`config.mk`:
```
export PLATFORM = sky130hd
export DESIGN_NAME = mem_bus_arbiter_flat
export DESIGN_NICKNAME = d
export VERILOG_FILES = /design/src/rtl/mem_bus_arbiter_pkg.sv /design/src/rtl/mem_bus_arbiter_if.sv /design/src/rtl/mem_bus_arbiter_arb_pick.sv /design/src/rtl/mem_bus_arbiter.sv /design/src/flat_wrapper.sv
export SDC_FILE = /design/constraint.sdc
export NUM_CORES = 1
export LEC_CHECK = 0
export CELL_PAD_IN_SITES_DETAIL_PLACEMENT = 0
export CELL_PAD_IN_SITES_GLOBAL_PLACEMENT = 1
export CORE_AREA = 4 4 162 164
export CTS_CLUSTER_DIAMETER = 150
export DETAILED_ROUTE_END_ITERATION = 8
export DIE_AREA = 0 0 166 168
export PLACE_DENSITY_LB_ADDON = 0.3
export RECOVER_POWER = 100
export SLEW_MARGIN = 20
export SYNTH_ARGS = -nofsm -noshare
export SYNTH_HDL_FRONTEND = slang
export SYNTH_SLANG_ARGS = --single-unit
```
`constraint.sdc`:
```
create_clock -name clk -period 2.64 [get_ports clk]
set_clock_uncertainty 0.05 [all_clocks]
set_input_delay 0.66 -clock clk [delete_from_list [all_inputs] [get_ports clk]]
set_output_delay 0.66 -clock clk [all_outputs]
set_load 0.02 [all_outputs]
```
`src/rtl/mem_bus_arbiter_pkg.sv`:
```
// mem_bus_arbiter_pkg: shared ibus/dbus/cbus types and arbiter enums
package mem_bus_arbiter_pkg;
  typedef enum logic [2:0] {MSIZE1, MSIZE2, MSIZE4, MSIZE8} msize_t;
  typedef enum logic [3:0] {MLEN1 = 4'd0, MLEN2 = 4'd1, MLEN4 = 4'd3, MLEN8 = 4'd7, MLEN16 = 4'd15} mlen_t;
  typedef enum logic [1:0] {AXI_BURST_FIXED, AXI_BURST_INCR, AXI_BURST_WRAP} axi_burst_type_t;
  typedef enum logic [1:0] {IDLE, BUSY_I, BUSY_D, GAP} arb_state_t;
  typedef enum logic {GRANT_I, GRANT_D} arb_grant_t;
  typedef struct packed {
    logic        valid;
    logic [31:0] addr;
  } ibus_req_t;
  typedef struct packed {
    logic        addr_ok;
    logic        data_ok;
    logic [31:0] data;
  } ibus_resp_t;
  typedef struct packed {
    logic        valid;
    logic [31:0] addr;
    msize_t      size;
    logic [7:0]  strobe;
    logic [63:0] data;
  } dbus_req_t;
  typedef struct packed {
    logic        addr_ok;
    logic        data_ok;
    logic [63:0] data;
  } dbus_resp_t;
  typedef struct packed {
    logic            valid;
    logic            is_write;
    msize_t          size;
    logic [31:0]     addr;
    logic [7:0]      strobe;
    logic [63:0]     data;
    mlen_t           len;
    axi_burst_type_t burst;
  } cbus_req_t;
  typedef struct packed {
    logic        ready;
    logic        last;
    logic [63:0] data;
  } cbus_resp_t;
endpackage

```
`src/rtl/mem_bus_arbiter_if.sv`:
```
// mem_bus_arbiter_if: fetch, data and shared cache bus signals of the arbiter
interface mem_bus_arbiter_if;
  import mem_bus_arbiter_pkg::*;
  ibus_req_t  ireq;
  ibus_resp_t iresp;
  dbus_req_t  dreq;
  dbus_resp_t dresp;
  cbus_req_t  oreq;
  cbus_resp_t oresp;
  modport master (input ireq, dreq, oresp, output iresp, dresp, oreq);
  modport slave (output ireq, dreq, oresp, input iresp, dresp, oreq);
endinterface

```
`src/rtl/mem_bus_arbiter_arb_pick.sv`:
```
// arb_pick: grant selection; round-robin when MEM_BUS_ARB_RR_EN is defined, else data over fetch
module arb_pick
  import mem_bus_arbiter_pkg::*;
(
  input  logic       ivalid,
  input  logic       dvalid,
`ifdef MEM_BUS_ARB_RR_EN
  input  arb_grant_t last_grant,
`endif
  output arb_grant_t grant
);
`ifdef MEM_BUS_ARB_RR_EN
  assign grant = (ivalid && dvalid) ? (last_grant == GRANT_I ? GRANT_D : GRANT_I)
                                    : (ivalid ? GRANT_I : GRANT_D);
`else
  assign grant = (ivalid && !dvalid) ? GRANT_I : GRANT_D;
`endif
endmodule

```
`src/rtl/mem_bus_arbiter.sv`:
```
// mem_bus_arbiter: shares one single-beat cbus between ibus and dbus
// Optional round-robin arbitration via MEM_BUS_ARB_RR_EN.
module mem_bus_arbiter
  import mem_bus_arbiter_pkg::*;
#(
  parameter int IDLE_GAP = 1
) (
  input logic              clk,
  input logic              reset,
  mem_bus_arbiter_if.master bus
);
  arb_state_t state, state_n;
  arb_grant_t grant;
  cbus_req_t  saved, grant_req;
  logic       take, busy, done;
`ifdef MEM_BUS_ARB_RR_EN
  arb_grant_t last_grant;
  arb_pick u_pick (.ivalid(bus.ireq.valid), .dvalid(bus.dreq.valid), .last_grant(last_grant), .grant(grant));
  always_ff @(posedge clk) begin
    if (reset) last_grant <= GRANT_I;
    else if (take) last_grant <= grant;
  end
`else
  arb_pick u_pick (.ivalid(bus.ireq.valid), .dvalid(bus.dreq.valid), .grant(grant));
`endif
  assign take = state == IDLE && (bus.ireq.valid || bus.dreq.valid);
  assign busy = state == BUSY_I || state == BUSY_D;
  assign done = busy && bus.oresp.ready && bus.oresp.last;
  always_comb begin
    grant_req = '0;
    grant_req.valid = 1'b1;
    grant_req.len = MLEN1;
    grant_req.burst = AXI_BURST_FIXED;
    grant_req.is_write = grant == GRANT_D && |bus.dreq.strobe;
    grant_req.size = grant == GRANT_D ? bus.dreq.size : MSIZE4;
    grant_req.addr = grant == GRANT_D ? bus.dreq.addr : bus.ireq.addr;
    grant_req.strobe = grant == GRANT_D ? bus.dreq.strobe : 8'h00;
    grant_req.data = grant == GRANT_D ? bus.dreq.data : 64'h0;
  end
  // GAP blocks a re-grant to a requester whose valid is still high at completion
  always_comb begin
    state_n = state;
    if (state == IDLE) state_n = take ? (grant == GRANT_D ? BUSY_D : BUSY_I) : IDLE;
    else if (busy) state_n = done ? (IDLE_GAP != 0 ? GAP : IDLE) : state;
    else state_n = IDLE;
  end
  always_ff @(posedge clk) begin
    if (reset) begin
      state <= IDLE;
      saved <= '0;
    end else begin
      state <= state_n;
      if (take) saved <= grant_req;
    end
  end
  // a requester that dropped valid mid-flight still completes on cbus but gets no response
  always_comb begin
    bus.oreq = '0;
    bus.iresp = '0;
    bus.dresp = '0;
    if (busy) bus.oreq = saved;
    if (done && state == BUSY_I && bus.ireq.valid) begin
      bus.iresp.addr_ok = 1'b1;
      bus.iresp.data_ok = 1'b1;
      bus.iresp.data = saved.addr[2] ? bus.oresp.data[63:32] : bus.oresp.data[31:0];
    end
    if (done && state == BUSY_D && bus.dreq.valid) begin
      bus.dresp.addr_ok = 1'b1;
      bus.dresp.data_ok = 1'b1;
      bus.dresp.data = bus.oresp.data;
    end
  end
endmodule

```
`src/flat_wrapper.sv`:
```
// flat-port wrapper written by rule: the top's interface ports become plain ports
module mem_bus_arbiter_flat import mem_bus_arbiter_pkg::*;
#(
  parameter int IDLE_GAP = 1
)
  (clk, reset, bus_ireq, bus_dreq, bus_oresp, bus_iresp, bus_dresp, bus_oreq);
  mem_bus_arbiter_if bus_i ();
  input logic clk;
  input logic reset;
  input wire logic [$bits(bus_i.ireq)-1:0] bus_ireq;
  input wire logic [$bits(bus_i.dreq)-1:0] bus_dreq;
  input wire logic [$bits(bus_i.oresp)-1:0] bus_oresp;
  output wire logic [$bits(bus_i.iresp)-1:0] bus_iresp;
  output wire logic [$bits(bus_i.dresp)-1:0] bus_dresp;
  output wire logic [$bits(bus_i.oreq)-1:0] bus_oreq;
  assign bus_i.ireq = bus_ireq;
  assign bus_i.dreq = bus_dreq;
  assign bus_i.oresp = bus_oresp;
  assign bus_iresp = bus_i.iresp;
  assign bus_dresp = bus_i.dresp;
  assign bus_oreq = bus_i.oreq;
  mem_bus_arbiter #(.IDLE_GAP(IDLE_GAP)) u_core (.clk(clk), .reset(reset), .bus(bus_i));
endmodule
```
==> results.json <==
{
  "rsz0062_at_grt": "yes",
  "vias_per_cell": 4.45,
  "synth_area_per_cell_um2": 8.38,
  "multi_input_area_um2": 3360,
  "worstSetupPathType": "reg -> out",
  "powerDensity_nw_per_um2": 419,
  "drive_above_1_share_pct": 22.3,
  "leakage_nw": 4.57,
  "pin_count": 424,
  "power_frac_comb_pct": 27.7,
  "dpl.hpwl_um": 19900,
  "maxSlewViolCount": 0,
  "crit_fanout": 7,
  "synthXorXnorAreaFrac_pct": 0,
  "max_slew_margin_pct": 37.2,
  "async_flop_share_pct": 0,
  "synth_mux_area_share_pct": 5.45,
  "place_ws_ps": -604,
  "synth_most_common_cell": "and2_1",
  "status": "complete, but fails checks",
  "slowest_stage": "dfxtp_2",
  "worst_ep_required_time_ps": 1930,
  "whs_endpoint": "u_core.saved[113]",
  "synth_compound_area_share_pct": 20.1,
  "path_depth": 8,
  "cp.arrival_ps": 1950,
  "r2r-end": "u_core.saved[92]",
  "r2r_start": "u_core.state[1]",
  "internal_power_w": 0.00311,
  "min_from": "u_core.saved[113]",
  "synth_adder_area_share_pct": 0.639,
  "setup_violations": 7,
  "drtIter0Drc": 318,
  "die_area_um2": 27900,
  "fin_setup_tns_ps": -49.5,
  "post-route-util_pct": 42.8,
  "io_buffers": 417,
  "p_switching_w": 0.00135,
  "ctsHoldBuffers": 0,
  "worstSetupStartpointType": "flop",
  "antenna_found_initial": 3,
  "worst_skew_pair.late_latency_ps": 340,
  "die_w_um": 166,
  "cp_common_cell": "and3_4",
  "synth_edf_count": 0,
  "synth_top_area_cell": "dfxtp_1",
  "synth_top_family_by_area": "simple AND/OR/NAND/NOR gates",
  "clock_sinks": 111,
  "endpoint_kind": "output port",
  "final_nets": 1316,
  "max_freq_mhz": 375,
  "rr_worst_depth": 6,
  "synth.area.top_cells": "dfxtp_1 38%, and2_1 19%, a22oi_1 9.5%",
  "clk_path_buf_depth": 2,
  "pwr-share-seq_pct": 41.7,
  "grt_max_degree": 76,
  "switching_share_pct": 30.2,
  "syn_to_final_growth_pct": 81.5,
  "synth-seq-cells": 111,
  "yosysWarnings": 0,
  "ys_types": 24,
  "max-cap-violations": 0,
  "crit_path_cell_trace": "inv_2 -> ha_4 -> and3_4 -> and3_4 -> buf_12 -> clkbuf_16 -> and2_4 -> buf_6",
  "drc": 0,
  "track_usage_pct": 18.2,
  "seq_area_um2": 2230,
  "netlist_top_cells_count": "174 x and2_1, 142 x nor2_1, 111 x dfxtp_1",
  "hold_viol_final": 0,
  "fin_ws_ps": -23.2,
  "cp_top_family": "simple AND/OR/NAND/NOR gates",
  "routed_wirelength_um": 26900,
  "dr_total_vias": 6408,
  "seq_area_frac_synth_pct": 37.8,
  "r2r_slack_ps": 740,
  "synth_ff_type": "dfxtp_1",
  "power_frac_clock_pct": 30.6,
  "clk_pin_slew_ps": 80,
  "cp_num_buf_inv": 4,
  "ant_nets": 0,
  "die_h_um": 168,
  "core_um2": 24900,
  "postSynthCellCount": 701,
  "grt_pass1_wl_um": 40400,
  "cts_tree": "done",
  "fin_total_pwr_w": 0.00446,
  "std_cell_rows": 58,
  "fin_crit_ps": 2660,
  "hold_ws_ps": 413,
  "hp-class": "reg -> reg",
  "h-tree-depth": 3,
  "place_congestion": 0.852,
  "grt_pass1_vias": 6488,
  "max_stage_delay_ps": 340,
  "initial_utilization_pct": 23.6,
  "ctsRootBufferMaster": "clkbuf_16",
  "cts_buffers": 9,
  "synth-simple-area-share_pct": 28.9,
  "post-route-period-util_pct": 101,
  "hold-path-cell-count": 2,
  "wl_per_cell_um": 18.7,
  "ir_worst_vdd_uv": 279,
  "grt_overflow": 0,
  "syn_area_um2": 5870,
  "fillers": 2558,
  "violations": "negative setup slack",
  "synth_top_cell_area_share_pct": 37.8,
  "drt_first_pass_iters": 4,
  "worstMarginPinSlew_ps": 942
}
==> layout by cell type (no fill, tap or decap), types with 3 or more instances in the layout <==
cell and instances:
a211oi_1 13, a211oi_2 19, a21oi_1 5, a22oi_1 74
and2_0 15, and2_1 113, and2_4 45, buf_12 11
buf_2 6, buf_4 41, buf_6 50, clkbuf_1 21
clkbuf_16 10, clkbuf_2 41, clkdlybuf4s15_1 37, clkdlybuf4s50_1 203
conb_1 6, dfxtp_1 108, dfxtp_2 3, dlygate4sd2_1 46
inv_6 4, mux2i_1 32, nor2_1 142, o22ai_1 32
==> per-layer routing <==
| metal | vias up | track usage, % | wire length [um] |
|---|---|---|---|
| met3 | 34 | 6.64 | 2070 |
| met1 | 2941 | 21.6 | 11100 |
| met5 | - | 0 | 13 |
| met2 | 235 | 31.3 | 13100 |
| li1 | 3196 | - | - |
| met4 | 2 | 4.88 | 625 |
==> worst min-delay path: stages (launching register included) <==
cell and delay, ps:
dfxtp_1 320, nand2_1 50, a21oi_1 50
==> how the worst max path moves through the flow <==
| stage | from | endpoint |
|---|---|---|
| 2_1_floorplan | u_core.state[0] | bus_iresp[33] |
| 3_3_place_gp | bus_oresp[64] | bus_dresp[23] |
| 3_5_place_dp | bus_oresp[64] | bus_dresp[23] |
| 4_1_cts | u_core.state[1] | bus_dresp[15] |
| 5_1_grt | u_core.state[1] | bus_dresp[18] |
| 6_report | u_core.state[1] | bus_dresp[18] |
==> power by group through the flow <==
stage | Sequential [W] | Combinational (W) | Clock (W)
final | 0.00186 | 0.00124 | 0.00137
after detailed placement | 0.00190 | 0.00131 | 0
after floorplan | 0.00188 | 0.000652 | 0
after CTS | 0.00186 | 0.00129 | 0.00143
after global placement | 0.00190 | 0.00131 | 0
after global routing | 0.00188 | 0.00134 | 0.00149
==> final cells by class <==
cell class	instances	area share [%]
Antenna cell	2	0.0469
Clock buffer	10	2.24
Clock inverter	5	0.434
Inverter	4	0.141
Multi-Input combinational cell	515	31.5
Sequential cell	111	20.9
Tap cell	330	3.87
Timing Repair Buffer	463	40.9
==> repair_timing <==
item | in CTS | in global routing
gates resized for setup | 602 | 133
buffers inserted | 6 | 0
pin swaps | 5 | 9
cloned | 6 | 1
endpoints found under the setup margin | 202 | 152
==> cell families (layout without fill, tap and decap cells) <==
logic type,after synthesis,after routing
DFF,111,111
AOI/OAI and AO/OA,146,146
other,1,8
adders and majority gates,3,3
and+or+nand+nor,328,328
muxes,32,32
buffers and inverters,80,482
==> registers in the layout, indices dropped and copies added (netlist names) <==
| register | cells |
|---|---|
| u_core.state | 2 |
| u_core.saved | 109 |
==> metrics by stage <==
step                      instance area [um2]  std cells
after floorplan                          5890        706
after global placement                  10500       1414
after detailed placement                10500       1414
after CTS                               11000       1441
after global routing                    10700       1439
final                                   10700       1440
(Power assumes the default switching activity.)
